$ cat config.mk
export PLATFORM = sky130hd
export DESIGN_NAME = mod_counter_part_rtl
export DESIGN_NICKNAME = d
export VERILOG_FILES = /design/src/rtl/mod_counter_part_rtl.sv
export SDC_FILE = /design/constraint.sdc
export NUM_CORES = 1
export LEC_CHECK = 0
export CAP_MARGIN = 25
export CORE_AREA = 2 2 39 41
export CTS_CLUSTER_DIAMETER = 200
export CTS_CLUSTER_SIZE = 40
export DETAILED_ROUTE_END_ITERATION = 8
export DIE_AREA = 0 0 41 43
export PLACE_DENSITY = 0.64
export SLEW_MARGIN = 20
export SYNTH_ARGS = -nofsm -noshare
export SYNTH_HDL_FRONTEND = slang
export SYNTH_SLANG_ARGS = --single-unit
$ cat constraint.sdc
create_clock -name clk -period 1.65 [get_ports clk]
set_input_delay 0.4125 -clock clk [delete_from_list [all_inputs] [get_ports clk]]
set_output_delay 0.4125 -clock clk [all_outputs]
set_load 0.005 [all_outputs]
$ cat src/rtl/mod_counter_part_rtl.sv
// Modulo-MODULUS up/down counter: control FSM (RUN/HALT) plus count datapath.
// Latency: count, tc and done are registered and update on the edge that samples the inputs.
// Backpressure: none; one step is taken per enabled edge, load has priority over step.
//
// Ports:
//   clk       rising-edge clock
//   rst       asynchronous active-low reset (count=0, tc=0, done=0, FSM=RUN)
//   enable    step enable, one step per enabled edge
//   up_dn     direction, 1 = increment, 0 = decrement
//   load      synchronous load of data_in (clamped to MODULUS-1)
//   data_in   load value
//   one_shot  1 = halt at terminal value, 0 = wrap
//   count     current count
//   tc        one-cycle terminal-count pulse
//   done      one-shot complete level
//
// Build option: define MOD_COUNTER_ONE_SHOT_EN to implement the HALT state and
// one-shot behaviour. Without it one_shot is ignored, the counter always wraps
// and done stays 0.

module mod_counter_part_rtl #(
    parameter int size    = 4,
    parameter int MODULUS = 16
) (
    input  logic            clk,
    input  logic            rst,
    input  logic            enable,
    input  logic            up_dn,
    input  logic            load,
    input  logic [size-1:0] data_in,
    input  logic            one_shot,
    output logic [size-1:0] count,
    output logic            tc,
    output logic            done
);

    localparam logic [size-1:0] MAX_VAL = size'(MODULUS - 1);

    typedef enum logic {
        ST_RUN  = 1'b0,
        ST_HALT = 1'b1
    } state_t;

    state_t          state_q, state_d;
    logic [size-1:0] count_q, count_d;
    logic            tc_q, tc_d;

    logic            one_shot_eff;
    logic [size-1:0] term_val;
    logic            at_term;
    logic [size-1:0] load_val;

`ifdef MOD_COUNTER_ONE_SHOT_EN
    assign one_shot_eff = one_shot;
`else
    // Forcing the mode off keeps the FSM permanently in RUN.
    logic unused_one_shot;
    assign unused_one_shot = one_shot;
    assign one_shot_eff    = 1'b0;
`endif

    // Terminal value follows the direction sampled on this same edge.
    assign term_val = up_dn ? MAX_VAL : '0;
    assign at_term  = (count_q == term_val);
    assign load_val = (data_in > MAX_VAL) ? MAX_VAL : data_in;

    always_comb begin
        state_d = state_q;
        count_d = count_q;
        tc_d    = 1'b0;

        if (load) begin
            count_d = load_val;
            state_d = ST_RUN;
        end else if (enable && (state_q == ST_RUN)) begin
            if (!at_term) begin
                count_d = up_dn ? (count_q + 1'b1) : (count_q - 1'b1);
            end else if (one_shot_eff) begin
                // Terminal step in one-shot: hold at T and freeze.
                state_d = ST_HALT;
                tc_d    = 1'b1;
            end else begin
                count_d = up_dn ? '0 : MAX_VAL;
                tc_d    = 1'b1;
            end
        end
    end

    always_ff @(posedge clk or negedge rst) begin
        if (!rst) begin
            state_q <= ST_RUN;
            count_q <= '0;
            tc_q    <= 1'b0;
        end else begin
            state_q <= state_d;
            count_q <= count_d;
            tc_q    <= tc_d;
        end
    end

    assign count = count_q;
    assign tc    = tc_q;
    // HALT is a registered state, so done is a registered level.
    assign done  = (state_q == ST_HALT);

endmodule

Yosys cells after proc, flatten, opt, wreduce, memory -nomap -nowiden
Index checks and enable logic that the tools add are counted.
- output and inout port bits: 6
- input port bits: 10
- register bits: 5
- word-level logic and storage cells: 17
- muxes and demuxes: 10
- add/subtract/negate cells: 2
- magnitude comparators: 1
- eq/ne operators: 1
- reduce and logical (&&, ||, !) cells: 1
- operators with widths (operator ; number):
    $mux 4 ; 7
    $add 4x1->4 const B ; 1
    $eq 4x4->1 ; 1
    $gt 4x4->1 const B ; 1
    $sub 4x1->4 const B ; 1
    $mux 1 ; 3
    $reduce_bool 2->1 ; 1

Longest topological paths before layout
Gate-level depths: netlist (run 1).
- word-level depth: 5
- depth in mapped cells: 7
- depth with buffers taken out: 6

Worst setup path before layout (run 1)
Ideal clock, no wire load.
- path kind: input port to flip-flop
- from: in up_dn
- to: reg count_q[3] (netlist: count[3])
- buffers on the path: 1
- setup slack: 127 ps
- data arrival time: 1400 ps
- setup time: 122 ps
- data required time: 1528 ps
- stages: 7
- cells stage by stage: inv_1 -> ha_1 -> clkbuf_2 -> a21oi_1 -> a21o_2 -> a31oi_1 -> o21ai_1
- cells in the longest elaborated chain, start to end: 5
- elaborated cells on any way between the ends: 7
- classes of those cells: 1 x eq/ne; 6 x mux
- ends and longest elaborated chain (element ; line ; text):
    from (decl) ; 28 ; input logic up_dn,
    $mux 4 ; 63 ; assign term_val = up_dn ? MAX_VAL : '0;
    $eq 4x4->1 ; 64 ; assign at_term = (count_q == term_val);
    $mux 4 (*) ; 76 ; if (!at_term) begin
    $mux 4 (*) ; 75 ; end else if (enable && (state_q == ST_RUN)) begin
    $mux 4 (*) ; 72 ; if (load) begin
    to (signal assigned) ; 96 ; count_q <= count_d;
    to (decl) ; 45 ; logic [size-1:0] count_q, count_d;
Every way passes the cells marked *; elsewhere a longest branch is shown, timed or not. The select of a mux whose other input is x is not followed.
A chain may end at the register's enable or synchronous reset.

Worst setup path in the final report (run 1)
- from: reg count_q[0] (netlist: count[0])
- to: out count[0]
- RTL lines (element ; line ; text):
    to (decl) ; 32 ; output logic [size-1:0] count,
No word-level cell between the ends.

==> impl_metrics.toml, run 1 <==
[clock_network]
clk_latency_ns = 0.23
cts_sinks = 5
path_clk_slew_ns = 0.04
cts-htree-levels = 1
root_buffer = "clkbuf_4"
clk_path_buf_depth = 2
cts_made_buffers = 3
post_cts_buffers = 0
cts_tree = "built"

[global_route]
grt.total_usage_pct = 12.6
gr-total-overflow = 0
antenna_found_initial = 0
grt_pass1_vias = 401
grt_pass1_wl_mm = 1.47
grt_max_degree = 11

[finish]
fill_cells = 144
final_common_cell = "clkdlybuf4s50_1"
final_cell_mix = "clkdlybuf4s50_1, buf_4"
multi_input_area_um2 = 265
areaGrowthSynthToFinish_pct = 60.1
final_core_utilization_pct = 44.6
nNetsFinal = 76
num_antenna_cells = 0
regArea_um2 = 128
drive_above_1_share_pct = 29.0

[logic_synthesis]
synthesis.nets = 55
synthArstFlopShare_pct = 100
yosysWarnings = 0
seq_area_frac_synth_pct = 32.5
synth_area_per_cell_um2 = 9.18
synth-edff-count = 0
yosysUniqueCellTypes = 27
synth_flop_cell = "dfrtp_1"
syn_area_um2 = 385
synth_seq_cells = 5
synthCells = 42

[place]
globalplace.congestion = 0.743
numPortBuffers = 13
hpwl_um = 697

[drt]
ant_nets = 0
wl_per_cell_um = 11.0
drt-met1-wl_um = 391
dr.pass1.iters = 2
drt-total-wl_um = 861
drcViolationCount = 0
dr_total_vias = 371
viasPerCell = 4.76
highest_layer = "met4"
wl_met2_um = 418
dr_wl_met3_um = 42
initialDrtViolationCount = 2

[timing]
fin_tns_setup_ns = 0
setup_viol = 0
final-hold-violation-count = 0
finalCritPeriodShare_pct = 96.2
period_needed_ns = 1.59
drv_slew = 0
fmax_mhz = 630
clock_skew_ns = 0.000231
rsz0062_at_grt = "no"

[critical_path]
cp_max_fo = 3
crit_path_start_kind = "flop"
cpPeakStageDelay_ns = 0.53
cp-end-kind = "output pin"
arrival_ns = 1.17
rrSetupSlack_ns = 0.27
path_class = "reg -> out"
path_buf_inv = 1
path_cells = "clkdlybuf4s50_1"
critPathRequiredTime_ns = 1.24
slowest_stage = "clkdlybuf4s50_1"
crit_family = "buffers and inverters"

[floorplanning]
fp.coreArea_um2 = 1380
die_h_um = 43
floorplan.initialDensity_pct = 27.8
dieArea_um2 = 1760
boundaryPins = 16
placementRows = 14
die_w_um = 41

[status]
outcome = "completed"

[worst_hold_path]
hp-class = "in -> async"

[power]
peakVddDrop_uv = 362
power_density_nw_per_um2 = 875
p_leak_nw = 0.250
power_uw = 540

[run]
cap_violations = 0
stage by stage:
stage	cells	hold slack (ns)	area (um2)	setup slack [ns]
after global placement	74	0.524	564	-0.442
after detailed placement	74	0.531	564	-0.459
after floorplan	42	0.117	385	0.127
after global routing	78	0.416	617	0.0134
after CTS	78	0.399	616	0.0253
final	78	0.402	617	0.0633
Yosys cell counts (2+ instances only):
cell | instances | area share [%]
a21oi_1 | 3 | 3.9
a31oi_1 | 2 | 3.2
dfrtp_1 | 5 | 32
ha_1 | 2 | 6.5
nand2_1 | 3 | 2.9
nand3_1 | 2 | 2.6
nor2_1 | 2 | 1.9
o21ai_1 | 3 | 3.9
xor2_1 | 2 | 4.5
timing repair:
item                       in CTS  in global routing
gates resized for setup         6                  1
pin swaps                       1                  0
hold buffers                    0                  0
setup endpoints to repair       5                  1
worst paths after layout:
| path | from | endpoint | depth (start not counted) |
|---|---|---|---|
| min in group clk | count[2] | count[2] | 2 |
| hold / removal | rst | count[0] | 1 |
| setup reg to reg | count[2] | count[3] | 5 |
| hold reg to reg | count[2] | count[2] | 2 |
| max in group asynchronous | rst | count[1] | 1 |
| setup / recovery | count[0] | count[0] | 1 |
kinds of logic (layout without fill, tap and decap cells):
kind of cell	count (synthesis)	count (layout)	synth area share [%]
adders and majority gates	3	3	11.7
xor gates and xnor gates	3	3	6.82
and+or+nand+nor	11	11	16.6
buffers and inverters	4	24	5.19
AOI/OAI and AO/OA	15	15	26.3
other	1	1	0.973
DFF	5	5	32.5
power breakdown:
| group | internal [mW] | switching [mW] | total (mW) |
|---|---|---|---|
| sequential | 0.142 | 0.0257 | 0.168 |
| combinational | 0.142 | 0.0959 | 0.238 |
| clock | 0.0910 | 0.0433 | 0.134 |
| total | 0.375 | 0.165 | 0.540 |
registers in the layout (all words and copies together), names as in the netlist:
| name | cells |
|---|---|
| tc | 1 |
| count | 4 |
metal layers:
layer	vias up	GRT usage [%]
met2	9	19.7
li1	190	-
met5	-	0
met4	0	10.0
met3	2	1.57
met1	170	14.2
area by class of cell:
cell class              count  share of cell area [%]
multi-input cells          33                    43.0
repair buffers             19                    28.2
flip-flops and latches      5                    20.7
clock buffers               4                    4.26
well taps                  16                    3.25
inverters                   1                   0.609
Note: power is estimated with default switching activity, not from simulation.
==> run 2, diff against run 1 <==
- CORE_AREA: 2 2 39 41 -> unset
- CORE_UTILIZATION: unset -> 23
- DIE_AREA: 0 0 41 43 -> unset
- PLACE_DENSITY: 0.64 -> 0.54
==> run 2 against run 1 <==
  * Die area increased by 4.6%
  * First-iteration DRC count decreased by 50%
  * Clock-buffer cell count is the same
  * Combinational power grew 6%
  * Wire length rose by 6.6%
  * Power increased by 4.1%
  * Sequential cell count is the same
  * Non-clock buffer count up 2
  * Largest cell class unchanged
==> impl_metrics.toml, run 2 (synthesis results as in run 1) <==
[place]
post-place-ws_ns = -0.383
globalplace.congestion = 0.700
numPortBuffers = 13
hpwl_um = 689
placed_area_um2 = 564

[drt]
drt-total-wl_um = 918
drcViolationCount = 0
initialDrtViolationCount = 1
wl_per_cell_um = 11.5
dr.pass1.iters = 4
viasPerCell = 4.65
ant_nets = 0
dr_total_vias = 372

[critical_path]
slowest_stage = "clkdlybuf4s50_1"
critPathRequiredTime_ns = 1.24
crit_family = "buffers and inverters"
cp-end-kind = "output pin"
path_class = "reg -> out"
path_buf_inv = 1
arrival_ns = 1.17
crit_path_start_kind = "flop"
cp_max_fo = 4
cpPeakStageDelay_ns = 0.52
path_cells = "clkdlybuf4s50_1"

[finish]
num_antenna_cells = 0
drive_above_1_share_pct = 34.4
regArea_um2 = 130
final_cell_mix = "clkdlybuf4s50_1, buf_4, dfrtp_2"
areaGrowthSynthToFinish_pct = 66.9
largest_reg_flops = 4
fill_cells = 169
fin_area_um2 = 643
multi_input_area_um2 = 274
final_core_utilization_pct = 41.7
nNetsFinal = 78
final_common_cell = "clkdlybuf4s50_1"

[global_route]
antenna_found_initial = 0
grt_max_degree = 9
gr-total-overflow = 0
grt_pass1_wl_mm = 1.54
grt_pass1_vias = 375
grt.total_usage_pct = 11.5

[timing]
period_needed_ns = 1.58
fmax_mhz = 631
finalCritPeriodShare_pct = 96.0
rsz0062_at_grt = "no"
final-hold-violation-count = 0
fin_tns_setup_ns = 0
timing.hold.ws_ns = 0.403
drv_slew = 0
worst_slack_ns = 0.0661
clock_skew_ns = 0.00260
setup_viol = 0

[floorplanning]
dieArea_um2 = 1840
die_w_um = 42.9
boundaryPins = 16
floorplan.initialDensity_pct = 25.0
placementRows = 14
die_h_um = 42.9
fp.coreArea_um2 = 1540

[status]
outcome = "completed"

[clock_network]
path_clk_slew_ns = 0.04
cts_tree = "built"
cts-htree-levels = 1
clk_path_buf_depth = 2
cts_hold_buf = 0
cts_sinks = 5
cts_made_buffers = 3
clk_latency_ns = 0.24
root_buffer = "clkbuf_4"

[power]
power_density_nw_per_um2 = 874
p_leak_nw = 0.257
peakVddDrop_uv = 322

[run]
cap_violations = 0

[worst_hold_path]
hp-class = "in -> async"
[run 2: final timing paths]
check | slack [ns] | from | to | cells past startpoint
worst min register to register | 0.55 | count[2] | count[2] | 2
min in group clk | 0.55 | count[2] | count[2] | 2
worst min-delay path | 0.40 | rst | tc | 1
worst max-delay path | 0.07 | count[1] | count[1] | 1
max in group asynchronous | 1.03 | rst | count[3] | 1
worst max register to register | 0.20 | count[0] | count[2] | 5
[run 2: worst reg2reg max path: cells and delay by family, from the launching register on]
family                   cells  cell delay, ns
buffers and inverters        1            0.16
XOR/XNOR                     1            0.15
AO/OA/AOI/OAI                2            0.20
adder cells (fa/ha/maj)      1            0.40
flip-flops                   1            0.43
[run 2: per-stage QoR]
step | cells | power (mW)
floorplan | 42 | 0.276
finish | 80 | 0.562
detailed placement | 74 | 0.385
global placement | 74 | 0.385
CTS | 78 | 0.559
global route | 80 | 0.612
[run 2: power by group]
part / total (mW) / switching (mW) / internal [mW]
Sequential: 0.172 / 0.0288 / 0.143
Clock: 0.137 / 0.0462 / 0.0912
Combinational: 0.253 / 0.102 / 0.151
Total: 0.562 / 0.177 / 0.385
[run 2: final cells by class]
class / instances / share of cell area (%)
Multi-Input combinational cell: 33 / 42.6
Timing Repair Buffer: 21 / 29.4
Sequential cell: 5 / 20.2
Clock buffer: 4 / 4.09
Tap cell: 16 / 3.11
Inverter: 1 / 0.584
[run 2: per-layer routing]
layer | wire [um] | track usage (%) | vias to the layer above
met5 | 0 | 0 | -
met4 | 0 | 5.45 | 0
met3 | 44 | 2.55 | 0
met2 | 451 | 17.9 | 11
met1 | 422 | 15.0 | 166
li1 | - | - | 195
[run 2: timing repair]
item | CTS | global route
gates cloned | 0 | 0
resized for setup | 7 | 2
pin swaps | 2 | 0
endpoints found under the setup margin | 5 | 3
endpoints found under the hold margin | 0 | 0
setup buffers | 0 | 2
==> run 3, diff against run 2 <==
- CORE_AREA: unset -> 2 2 39 41
- CORE_UTILIZATION: 23 -> unset
- DIE_AREA: unset -> 0 0 41 43
- GPL_TIMING_DRIVEN: unset -> 0
- PLACE_DENSITY: 0.54 -> 0.64
==> run 3 against run 2 <==
  * Sequential cell count is the same
  * Core utilization up 0.051 points
  * First-iteration DRC count increased to 3.0 times the previous value
  * Register-to-register slack got worse by 0.03 ns
  * Sequential power decreased by 5%
  * Fmax grew 0.66%
  * Worst hold slack got worse by 0.0064 ns
  * Critical path type unchanged
  * Critical endpoint unchanged
  * Largest power group unchanged
==> impl_metrics.toml, run 3 (synthesis results as in run 1) <==
[place]
hpwl_um = 653
numPortBuffers = 12
post-place-cells = 70
globalplace.congestion = 0.792
placed_area_um2 = 526
post-place-ws_ns = -0.629

[drt]
dr.pass1.iters = 2
wl_per_cell_um = 10.5
dr_total_vias = 358
ant_nets = 0
viasPerCell = 4.65
drcViolationCount = 0
drt-total-wl_um = 805
initialDrtViolationCount = 3

[global_route]
grt_pass1_wl_mm = 1.44
grt.total_usage_pct = 12.1
grt_max_degree = 11
grt_pass1_vias = 366
gr-total-overflow = 0
antenna_found_initial = 0

[critical_path]
crit_path_start_kind = "flop"
arrival_ns = 1.16
cp_max_fo = 4
slowest_stage = "clkdlybuf4s50_1"
cpPeakStageDelay_ns = 0.52
r2r_start = "count[2]"
crit_family = "buffers and inverters"
path_buf_inv = 1
path_class = "reg -> out"
cp-end-kind = "output pin"
crit_path_start = "count[1]"
critPathRequiredTime_ns = 1.24
path_cells = "clkdlybuf4s50_1"

[status]
outcome = "completed"

[timing]
rsz0062_at_grt = "no"
fmax_mhz = 636
finalCritPeriodShare_pct = 95.4
final-hold-violation-count = 0
period_needed_ns = 1.57
drv_slew = 0
worst_slack_ns = 0.0765
setup_viol = 0
clock_skew_ns = 0.000706

[clock_network]
cts_sinks = 5
root_buffer = "clkbuf_4"
cts_made_buffers = 3
cts-htree-levels = 1
clk_path_buf_depth = 2
cts_hold_buf = 0
clk_latency_ns = 0.23
path_clk_slew_ns = 0.04
cts_tree = "built"

[finish]
drive_above_1_share_pct = 27.9
final_cells = 77
final_common_cell = "clkdlybuf4s50_1"
num_antenna_cells = 0
fill_cells = 149
nNetsFinal = 75
regArea_um2 = 128
areaGrowthSynthToFinish_pct = 50.0
fin_area_um2 = 578
multi_input_area_um2 = 244
largest_reg_flops = 4
final_cell_mix = "clkdlybuf4s50_1, clkbuf_4, buf_4"
final_core_utilization_pct = 41.8

[power]
power_density_nw_per_um2 = 880
p_leak_nw = 0.244
power_uw = 509
peakVddDrop_uv = 320

[floorplanning]
dieArea_um2 = 1760
die_w_um = 41
fp.coreArea_um2 = 1380
floorplan.initialDensity_pct = 27.8
placementRows = 14
die_h_um = 43
boundaryPins = 16

[worst_hold_path]
hp-class = "in -> async"

[run]
cap_violations = 0
run 3: cell types whose count changed in the layout (fill, tap and decap cells not counted), moves of 2 or more:
cell	before	now
ha_4	2	0
dfrtp_1	1	3
ha_1	0	2
dfrtp_2	4	2
buf_4	8	4
run 3: cell type report:
type / count / area share (%)
Buffer: 3 / 3.25
Clock buffer: 4 / 4.55
Inverter: 1 / 0.649
Multi-Input combinational cell: 33 / 42.2
Sequential cell: 5 / 22.1
Tap cell: 16 / 3.46
Timing Repair Buffer: 15 / 23.8
run 3: stage by stage:
stage / setup TNS (ns) / hold WS, ns
finish: 0 / 0.397
global route: 0 / 0.403
global placement: -1.87 / 0.525
floorplan: 0 / 0.117
CTS: 0 / 0.391
detailed placement: -1.93 / 0.521
run 3: report_power, final:
group | internal [mW] | switching [mW] | total, mW
sequential | 0.142 | 0.0223 | 0.164
clock | 0.0911 | 0.0448 | 0.136
combinational | 0.118 | 0.0908 | 0.209
run 3: timing repair:
| item | CTS | global route |
|---|---|---|
| pin swaps | 0 | 0 |
| endpoints found under the setup margin | 5 | 3 |
| setup buffers | 0 | 3 |
| resized for setup | 5 | 4 |
run 3: path summary, 6_finish.rpt:
| check | to | cells past startpoint | slack, ns |
|---|---|---|---|
| setup / recovery | count[1] | 1 | 0.08 |
| hold / removal | tc | 1 | 0.40 |
| setup reg to reg | count[3] | 6 | 0.17 |
| hold reg to reg | count[2] | 2 | 0.53 |
| max in group asynchronous | count[0] | 1 | 1.05 |
| min in group clk | count[2] | 2 | 0.53 |
run 3: routing by layer:
layer / global-route usage, % / part of all wire, % / wire length (um)
met1: 16.0 / 44 / 358
met2: 16.6 / 49 / 392
met3: 1.57 / 5.6 / 45
met4: 10.0 / 0.99 / 8
met5: 0 / 0 / 0
